[src/rtl/ahb_apb_pkg.sv]
// ---------------------------------------------------------------------------
// ahb_apb_pkg
//  Shared types and constants for the AHB-Lite to APB3 bridge.
//  - bridge_state_e : bridge FSM states
//  - HTRANS_*       : AHB transfer type encodings
//  - HRESP_*        : AHB response encodings
//  - idx_width()    : slave index width, at least 1 bit
// ---------------------------------------------------------------------------
package ahb_apb_pkg;

   typedef enum logic [2:0] {
      ST_IDLE,
      ST_WWAIT,
      ST_SETUP,
      ST_ACCESS,
      ST_ERR1,
      ST_ERR2
   } bridge_state_e;

   localparam logic [1:0] HTRANS_IDLE   = 2'b00;
   localparam logic [1:0] HTRANS_BUSY   = 2'b01;
   localparam logic [1:0] HTRANS_NONSEQ = 2'b10;
   localparam logic [1:0] HTRANS_SEQ    = 2'b11;

   localparam logic [1:0] HRESP_OKAY  = 2'b00;
   localparam logic [1:0] HRESP_ERROR = 2'b01;

   function automatic int idx_width(input int n);
      return (n > 1) ? $clog2(n) : 1;
   endfunction

endpackage

[src/rtl/apb_addr_decoder.sv]
// ---------------------------------------------------------------------------
// apb_addr_decoder
//  Combinational address map: equal-sized slave windows starting at SLV_BASE.
//  Ports:
//   i_haddr  in  ADDR_W  AHB address
//   o_idx    out IDX_W   slave index (valid only when o_mapped)
//   o_mapped out 1       address falls inside one of the NUM_SLV windows
// ---------------------------------------------------------------------------
module apb_addr_decoder
   import ahb_apb_pkg::*;
#(
   parameter int                ADDR_W        = 32,
   parameter int                NUM_SLV       = 4,
   parameter logic [ADDR_W-1:0] SLV_BASE      = 32'h8000_0000,
   parameter int                SLV_SIZE_LOG2 = 26,
   parameter int                IDX_W         = idx_width(NUM_SLV)
) (
   input  logic [ADDR_W-1:0] i_haddr,
   output logic [IDX_W-1:0]  o_idx,
   output logic              o_mapped
);

   logic [ADDR_W-1:0] w_off;
   logic [ADDR_W-1:0] w_win;

   // Below-base addresses wrap to a huge window number; the >= test
   // rejects them explicitly rather than relying on that wrap.
   assign w_off    = i_haddr - SLV_BASE;
   assign w_win    = w_off >> SLV_SIZE_LOG2;
   assign o_idx    = w_win[IDX_W-1:0];
   assign o_mapped = (i_haddr >= SLV_BASE) && (w_win < ADDR_W'(NUM_SLV));

endmodule

[src/rtl/ahb_apb_bridge_nslv.sv]
// ---------------------------------------------------------------------------
// ahb_apb_bridge_nslv
//  AHB-Lite slave to APB3 master bridge for NUM_SLV peripherals with PREADY
//  wait states, PSLVERR / unmapped error responses, PREADY timeout and
//  back-to-back acceptance on the completing ACCESS cycle.
//  Ports:
//   i_clk, i_rst                 clock, synchronous active-high reset
//   i_hwrite, i_hreadyin,
//   i_htrans, i_haddr, i_hwdata  AHB address/data phase inputs
//   o_hrdata, o_hreadyout,
//   o_hresp                      AHB response
//   o_pselx, o_paddr, o_pwdata,
//   o_pwrite, o_penable          APB request
//   i_pready, i_pslverr,
//   i_prdata                     APB response from selected slave
// ---------------------------------------------------------------------------
module ahb_apb_bridge_nslv
   import ahb_apb_pkg::*;
#(
   parameter int                ADDR_W        = 32,
   parameter int                DATA_W        = 32,
   parameter int                NUM_SLV       = 4,
   parameter logic [ADDR_W-1:0] SLV_BASE      = 32'h8000_0000,
   parameter int                SLV_SIZE_LOG2 = 26,
   parameter int                TIMEOUT       = 16
) (
   input  logic               i_clk,
   input  logic               i_rst,
   input  logic               i_hwrite,
   input  logic               i_hreadyin,
   input  logic [1:0]         i_htrans,
   input  logic [ADDR_W-1:0]  i_haddr,
   input  logic [DATA_W-1:0]  i_hwdata,
   output logic [DATA_W-1:0]  o_hrdata,
   output logic               o_hreadyout,
   output logic [1:0]         o_hresp,
   output logic [NUM_SLV-1:0] o_pselx,
   output logic [ADDR_W-1:0]  o_paddr,
   output logic [DATA_W-1:0]  o_pwdata,
   output logic               o_pwrite,
   output logic               o_penable,
   input  logic               i_pready,
   input  logic               i_pslverr,
   input  logic [DATA_W-1:0]  i_prdata
);

   localparam int IDX_W = idx_width(NUM_SLV);
   localparam int CNT_W = (TIMEOUT > 0) ? $clog2(TIMEOUT + 1) : 1;

   bridge_state_e     r_state, w_next, w_dst;
   logic [ADDR_W-1:0] r_paddr;
   logic [DATA_W-1:0] r_pwdata;
   logic              r_pwrite;
   logic [IDX_W-1:0]  r_idx;
   logic [CNT_W-1:0]  r_cnt;

   logic [IDX_W-1:0]  w_idx;
   logic              w_mapped;
   logic              w_valid;
   logic              w_ok_done;
   logic              w_take;
   logic              w_timeout;
   logic              w_sel_on;

   apb_addr_decoder #(
      .ADDR_W        (ADDR_W),
      .NUM_SLV       (NUM_SLV),
      .SLV_BASE      (SLV_BASE),
      .SLV_SIZE_LOG2 (SLV_SIZE_LOG2),
      .IDX_W         (IDX_W)
   ) u_dec (
      .i_haddr  (i_haddr),
      .o_idx    (w_idx),
      .o_mapped (w_mapped)
   );

   assign w_valid   = i_hreadyin && i_htrans[1];
   assign w_ok_done = (r_state == ST_ACCESS) && i_pready && !i_pslverr;
   // A new transfer can only be taken when the bridge is driving HREADY high.
   assign w_take    = w_valid && ((r_state == ST_IDLE) || (r_state == ST_ERR2) || w_ok_done);
   assign w_timeout = (TIMEOUT != 0) && (r_cnt == CNT_W'(TIMEOUT - 1));
   assign w_dst     = !w_mapped ? ST_ERR1 : (i_hwrite ? ST_WWAIT : ST_SETUP);

   always_comb begin
      w_next      = r_state;
      o_hreadyout = 1'b1;
      o_hresp     = HRESP_OKAY;
      o_penable   = 1'b0;
      w_sel_on    = 1'b0;
      case (r_state)
         ST_IDLE: if (w_take) w_next = w_dst;
         ST_WWAIT: begin
            o_hreadyout = 1'b0;
            w_next      = ST_SETUP;
         end
         ST_SETUP: begin
            o_hreadyout = 1'b0;
            w_sel_on    = 1'b1;
            w_next      = ST_ACCESS;
         end
         ST_ACCESS: begin
            w_sel_on  = 1'b1;
            o_penable = 1'b1;
            if (!i_pready) begin
               o_hreadyout = 1'b0;
               if (w_timeout) w_next = ST_ERR1;
            end else if (i_pslverr) begin
               o_hreadyout = 1'b0;
               w_next      = ST_ERR1;
            end else begin
               w_next = w_take ? w_dst : ST_IDLE;
            end
         end
         ST_ERR1: begin
            o_hresp     = HRESP_ERROR;
            o_hreadyout = 1'b0;
            w_next      = ST_ERR2;
         end
         ST_ERR2: begin
            o_hresp = HRESP_ERROR;
            w_next  = w_take ? w_dst : ST_IDLE;
         end
         default: w_next = ST_IDLE;
      endcase
   end

   assign o_pselx  = w_sel_on ? (NUM_SLV'(1) << r_idx) : '0;
   assign o_paddr  = r_paddr;
   assign o_pwdata = r_pwdata;
   assign o_pwrite = r_pwrite;
   // Read data is only passed through on the single cycle the read completes.
   assign o_hrdata = (w_ok_done && !r_pwrite) ? i_prdata : '0;

   always_ff @(posedge i_clk) begin
      if (i_rst) begin
         r_state  <= ST_IDLE;
         r_paddr  <= '0;
         r_pwdata <= '0;
         r_pwrite <= 1'b0;
         r_idx    <= '0;
         r_cnt    <= '0;
      end else begin
         r_state <= w_next;
         if (w_take) begin
            r_paddr  <= i_haddr;
            r_pwrite <= i_hwrite;
            r_idx    <= w_idx;
         end
         // Write data arrives one cycle after the address phase.
         if (r_state == ST_WWAIT) r_pwdata <= i_hwdata;
         // SETUP is only ever entered from another state, so this is entry.
         if (w_next == ST_SETUP)
            r_cnt <= '0;
         else if ((r_state == ST_ACCESS) && !i_pready)
            r_cnt <= r_cnt + 1'b1;
      end
   end

endmodule

[config.mk]
export PLATFORM = sky130hd
export DESIGN_NAME = ahb_apb_bridge_nslv
export DESIGN_NICKNAME = d
export VERILOG_FILES = /design/src/rtl/ahb_apb_pkg.sv /design/src/rtl/apb_addr_decoder.sv /design/src/rtl/ahb_apb_bridge_nslv.sv
export SDC_FILE = /design/constraint.sdc
export NUM_CORES = 1
export LEC_CHECK = 0
export ABC_CLOCK_PERIOD_IN_PS = 1700
export BUFFER_PORTS_ARGS = -buffer_cell sky130_fd_sc_hd__buf_2
export CORE_UTILIZATION = 37
export CTS_CLUSTER_SIZE = 14
export DETAILED_ROUTE_END_ITERATION = 8
export PLACE_DENSITY_LB_ADDON = 0.05
export REMOVE_ABC_BUFFERS = 1
export SKIP_CTS_REPAIR_TIMING = 1
export SYNTH_ARGS = -nofsm -noshare
export SYNTH_HDL_FRONTEND = slang
export SYNTH_SLANG_ARGS = --single-unit
[constraint.sdc]
create_clock -name i_clk -period 1.7 [get_ports i_clk]
set_clock_uncertainty 0.1 [all_clocks]
set_input_delay 0.34 -clock i_clk [delete_from_list [all_inputs] [get_ports i_clk]]
set_output_delay 0.34 -clock i_clk [all_outputs]
set_load 0.03 [all_outputs]
==> results of run 1 <==
-- metal layers --
metal / share of wire / up-vias / GRT usage
met5: 0 / - / 0
li1: - / 1721 / -
met3: 0.072 / 22 / 0.0632
met2: 0.51 / 120 / 0.325
met1: 0.40 / 1535 / 0.216
met4: 0.022 / 0 / 0.0651
-- critical path, stage by stage (launching register included) --
cell and delay, ns:
dfxtp_2 0.33, nand3b_1 0.22, nor4b_4 0.31, buf_6 0.20, and2_1 0.15, clkbuf_4 0.19
-- final timing paths --
path | start | endpoint | cells past startpoint
min | i_haddr[20] | o_paddr[20]$_SDFFE_PP0N_ | 3
max reg2reg | r_state[2]$_SDFF_PP0_ | o_paddr[19]$_SDFFE_PP0N_ | 9
min reg2reg | o_pwdata[20]$_SDFFE_PP0P_ | o_pwdata[20]$_SDFFE_PP0P_ | 2
max | r_state[2]$_SDFF_PP0_ | o_hrdata[5] | 5
-- cells in the final DEF (no fill, tap or decap), types with 2 or more instances in the layout --
| cell type | count |
|---|---|
| a21oi_2 | 25 |
| nor3b_2 | 2 |
| buf_2 | 169 |
| xor2_1 | 2 |
| clkbuf_8 | 9 |
| nor2_1 | 2 |
| inv_1 | 3 |
| clkbuf_16 | 3 |
| nand2_4 | 21 |
| a21oi_1 | 41 |
| buf_4 | 22 |
| and2_1 | 31 |
| dfxtp_2 | 2 |
| clkinv_4 | 2 |
| and3_1 | 2 |
| nor2b_4 | 2 |
| o21ai_0 | 2 |
| nand2_1 | 98 |
| nor3_2 | 5 |
| clkbuf_4 | 2 |
| ha_1 | 2 |
| buf_12 | 6 |
| buf_8 | 2 |
| nand2_2 | 16 |
| clkinv_2 | 2 |
| buf_6 | 51 |
| dfxtp_1 | 70 |
| a221oi_2 | 2 |
-- sequential cells by signal (all words and copies together) (netlist names) --
register and cells:
o_paddr 32, o_pwdata 32, o_pwrite 1, r_cnt 5
r_state 3
-- area by class of cell --
type / instances / share of cell area
Clock inverter: 6 / 0.00810
Inverter: 3 / 0.00208
Clock buffer: 10 / 0.0236
Timing Repair Buffer: 255 / 0.338
Tap cell: 102 / 0.0236
Multi-Input combinational cell: 278 / 0.334
Sequential cell: 73 / 0.271
-- logic make-up (layout without fill, tap and decap cells) --
family | count (synthesis) | in the layout | share of synthesized area
muxes | 2 | 2 | 0.00703
buffers and inverters | 33 | 274 | 0.0525
xor gates and xnor gates | 3 | 3 | 0.00869
other | 1 | 1 | 0.00124
DFF | 73 | 73 | 0.483
and+or+nand+nor | 192 | 192 | 0.289
AOI/OAI and AO/OA | 78 | 78 | 0.150
adders and majority gates | 2 | 2 | 0.00827
-- power breakdown --
group	switching, mW	internal (mW)	leakage (nW)	total (mW)
sequential	0.0697	1.82	0.594	1.89
combinational	0.691	0.545	1.87	1.24
clock	0.663	0.535	0.0866	1.20
total	1.42	2.90	2.55	4.32
==> results.tsv, run 1 <==
stage	metric	value	unit
critical_path	worstPathMaxFanout	16	
power	irDropWorstVdd	0.530	mV
outcome	status	finished, violations left	
synth	syn_area_per_cell	7.88	um2
cts	htree_levels	3	
synth	synth_common_cells	nand2_1 (135), dfxtp_1 (73), a21oi_1 (66)	
die	initial_utilization	0.388	
cts	path_clk_slew	0.09	ns
power	p_per_area	799	nW/um2
critical_path	arrival	1.73	ns
cts	clockBufferDepth	2	
die	num_rows	32	
power	total_power	4.32	mW
synth	synth_cells	384	
sta	setup_violations	78	
synth	synth-seq-cells	73	
placement	hpwlAfterDp	5980	um
detailed_routing	drc	0	
finish	fin_util	0.693	
finish	diodes	0	
outcome	violations	negative setup slack	
die	boundaryPins	209	
detailed_routing	routed_wl	9840	um
sta	timing_hold_violations_final	0	
global_route	gr-usage-all-layers	0.188	
critical_path	worstSetupPathType	reg2out	
finish	drive_above_1_share	0.571	
sta	worst_pin_slew	0.513	ns
synth	ys_types	39	
sta	slew_violations	0	
sta	finalCritPeriodShare	1.28	
job	cap_viol_max_count	0	
cts	tritoncts.num_buffers	9	
die	design.die.area	8540	um2
synth	yosysMostFrequentCell	nand2_1	
sta	whs	0.128	ns
finish	areaGrowthSynthToFinish	78.7	%
detailed_routing	ant_nets	0	
detailed_routing	drtPass1Iterations	4	
detailed_routing	dr.first_iter.drc_count	65	
global_route	grt_max_degree	39	
finish	fillers	634	
min_path	min_path_type	in2reg	
critical_path	rrSetupSlack	-0.21	ns
cts	cts_tree	yes	
synth	yosys_warnings	0	
cts	clock-sinks	73	
sta	max_freq	0.460	GHz
die	core	7810	um2
detailed_routing	vias_per_cell	4.67	
global_route	grt_pass1_vias	2916	
finish	seq_area	1470	um2
sta	slew_headroom	0.653	
synth	yosysSeqAreaShare	0.483	
sta	rsz0062_at_grt	true	
synth	syn_area	3030	um2
finish	finalInstanceArea	5410	um2
synth	synth_edf_count	0	
die	fp.dieW	92.4	um
global_route	antenna_found_initial	0	
critical_path	required	1.26	ns
placement	dpl.cell_count	685	
detailed_routing	vias	3398	
power	p_leak	2.55	nW
cts	root_buffer	clkbuf_8	
synth	synthTopCellsByArea	dfxtp_1 (48%), nand2_1 (17%), a21oi_1 (11%)	
critical_path	cp-end-kind	primary output	
critical_path	cp-start-kind	flop	
sta	fin_crit	2.17	ns
sta	fin_ws	-0.475	ns
synth	async_flop_share	0	
synth	synth_ff_type	dfxtp_1	
detailed_routing	wire_per_inst	13.5	um
sta	tns	-20.28	ns
placement	place_congestion	0.802	
global_route	overflow	0	
synth	yosys.area.top_type_share	0.483	
placement	pre_cts_ws	-0.152	ns
cts	clk_latency	0.33	ns
synth	yosys.area.top_type	dfxtp_1	
finish	nNetsFinal	726	
placement	dpl_cell_area	4260	um2
finish	instances_no_fill	727	
die	die_y	92.4	um
placement	io_buffers	206	
finish	multi_input_area	1800	um2
global_route	grt_pass1_wl	13000	um
(Power assumes the default switching activity.)
==> run 2, diff against run 1 <==
Settings changed: PLACE_DENSITY from default to 0.84, PLACE_DENSITY_LB_ADDON 0.05 to default, REMOVE_ABC_BUFFERS 1 to default.
==> results.tsv, run 2 (synthesis gave the netlist of run 1 again) <==
stage	metric	value	unit	change
outcome	status	finished, violations left		
outcome	violations	negative setup slack		
sta	max_freq	0.456	GHz	-0.83%
sta	rsz0062_at_grt	true		
sta	fin_crit	2.19	ns	+0.0182 ns
detailed_routing	top_layer_used	met4		
die	initial_utilization	0.388		unchanged
cts	root_buffer	clkbuf_8		
sta	timing_hold_violations_final	0		unchanged
power	switching_share	0.324		-0.00560
critical_path	worstPathMaxFanout	16		unchanged
global_route	overflow	0		unchanged
finish	layout_common_cells	buf_2 (167), nand2_1 (79), dfxtp_1 (69), buf_6 (42), a21oi_1 (36)		
placement	place_congestion	0.851		+6.0%
critical_path	arrival	1.75	ns	+0.02 ns
placement	pre_cts_ws	-0.236	ns	-0.0837 ns
finish	drive_above_1_share	0.667		+0.0960
sta	fin_ws	-0.493	ns	-0.0182 ns
critical_path	cp.buffers_inverters	3		+1
placement	dpl_cell_area	4330	um2	+1.4%
critical_path	cp-start-kind	flop		
die	fp.dieW	92.4	um	unchanged
finish	areaGrowthSynthToFinish	88.3	%	
critical_path	crit_slowest_cell	dfxtp_2		
power	irDropWorstVdd	0.694	mV	+31%
detailed_routing	ant_nets	0		unchanged
detailed_routing	routed_wl	11600	um	+18%
finish	layout_commonest_cell	buf_2		
placement	io_buffers	206		unchanged
sta	tns	-22.08	ns	-1.80 ns
sta	slew_headroom	0.565		-0.0878
global_route	grt_pass1_wl	13000	um	-0.42%
die	boundaryPins	209		unchanged
global_route	antenna_found_initial	0		unchanged
critical_path	worstSetupPathType	reg2out		
power	total_power	4.63	mW	+7.1%
finish	fillers	544		-14%
cts	clock-sinks	73		unchanged
critical_path	cp_top_family	simple AND/OR/NAND/NOR gates		
power	intPower	3.13	mW	+8.0%
detailed_routing	wl_met3	625	um	-12%
detailed_routing	drtPass1Iterations	4		unchanged
global_route	grt_pass1_vias	2965		+1.7%
detailed_routing	dr_wl_met2	6370	um	+27%
critical_path	path_cells	nand3b_1 -> nor4b_4 -> buf_4 -> buf_12 -> and2_2 -> buf_6		
sta	slew_violations	0		unchanged
cts	clk_latency	0.34	ns	about the same
die	core	7810	um2	unchanged
job	cap_viol_max_count	0		unchanged
die	num_rows	32		unchanged
detailed_routing	met1_length	4320	um	+11%
sta	finalCritPeriodShare	1.29		+0.0107
critical_path	crit_path_max_incr_delay	0.32	ns	about the same
power	p_comb_frac	0.279		-0.007
detailed_routing	dr.first_iter.drc_count	98		+51%
power	clock_power_share	0.313		+0.036
detailed_routing	drc	0		unchanged
critical_path	cp-end-kind	primary output		
critical_path	rrSetupSlack	-0.25	ns	-0.04 ns
detailed_routing	vias_per_cell	4.97		+6.3%
global_route	grt_max_degree	43		+10%
power	p_per_area	812	nW/um2	+1.7%
placement	hpwlAfterDp	6240	um	+4.4%
die	die_y	92.4	um	unchanged
finish	multi_input_area	2030	um2	+12%
cts	cts_tree	yes		
cts	clockBufferDepth	2		unchanged
global_route	gr-usage-all-layers	0.187		-0.00140
finish	finalInstanceArea	5700	um2	+5.3%
min_path	min_path_type	in2reg		
sta	setup_violations	79		+1.3%
critical_path	required	1.26	ns	about the same
detailed_routing	wire_per_inst	16.0	um	+18%
synth	synthesis.nets	490		
die	design.die.area	8540	um2	unchanged
finish	diodes	0		unchanged
cts	htree_levels	3		unchanged
finish	seq_area	1470	um2	+0.26%
cts	path_clk_slew	0.09	ns	about the same
power	p_seq_frac	0.408		-0.028
cts	tritoncts.num_buffers	9		unchanged
power	p_sw	1.50	mW	+5.3%
finish	nNetsFinal	723		-0.41%
power	p_leak	2.69	nW	+5.4%
detailed_routing	vias	3596		+5.8%
sta	worst_pin_slew	0.652	ns	+0.139 ns
run 2: path summary, 6_finish.rpt:
| path | start | endpoint | cells past startpoint |
|---|---|---|---|
| max reg2reg | r_state[1]$_SDFF_PP0_ | r_cnt[4]$_SDFFE_PP0P_ | 5 |
| max | r_state[2]$_SDFF_PP0_ | o_hrdata[22] | 6 |
| min | i_haddr[17] | o_paddr[17]$_SDFFE_PP0N_ | 3 |
| min reg2reg | o_pwdata[10]$_SDFFE_PP0P_ | o_pwdata[10]$_SDFFE_PP0P_ | 2 |
run 2: worst reg2reg max path: stages (launching register included):
cell     delay [ns]
dfxtp_4        0.37
buf_6          0.14
o21ba_4        0.25
a221o_4        0.44
o31ai_4        0.44
nor3_1         0.09
run 2: power groups by stage:
stage	combinational, mW	sequential, mW	clock, mW
2_1_floorplan	0.364	2.10	0
3_3_place_gp	0.874	1.90	0
3_5_place_dp	0.891	1.91	0
4_1_cts	0.892	1.87	1.48
5_1_grt	1.36	1.90	1.56
6_report	1.29	1.89	1.45
run 2: layer usage:
| layer | vias up | GRT usage |
|---|---|---|
| met4 | 0 | 0.0547 |
| met5 | - | 0 |
| li1 | 1716 | - |
| met2 | 138 | 0.335 |
| met3 | 27 | 0.0599 |
| met1 | 1715 | 0.210 |
run 2: layout make-up:
cell class                      count  share of cell area
Timing Repair Buffer              252               0.324
Tap cell                          102              0.0224
Inverter                            3             0.00242
Clock inverter                      5              0.0110
Sequential cell                    73               0.258
Clock buffer                       11              0.0266
Multi-Input combinational cell    278               0.356
run 2: metrics by stage:
stage | instances | hold WS, ns | utilization
floorplan | 384 | 0.376 | -
global placement | 684 | 0.339 | 0.554
detailed placement | 684 | 0.343 | 0.554
CTS | 700 | 0.114 | 0.581
global route | 724 | 0.111 | 0.730
finish | 724 | 0.126 | 0.730
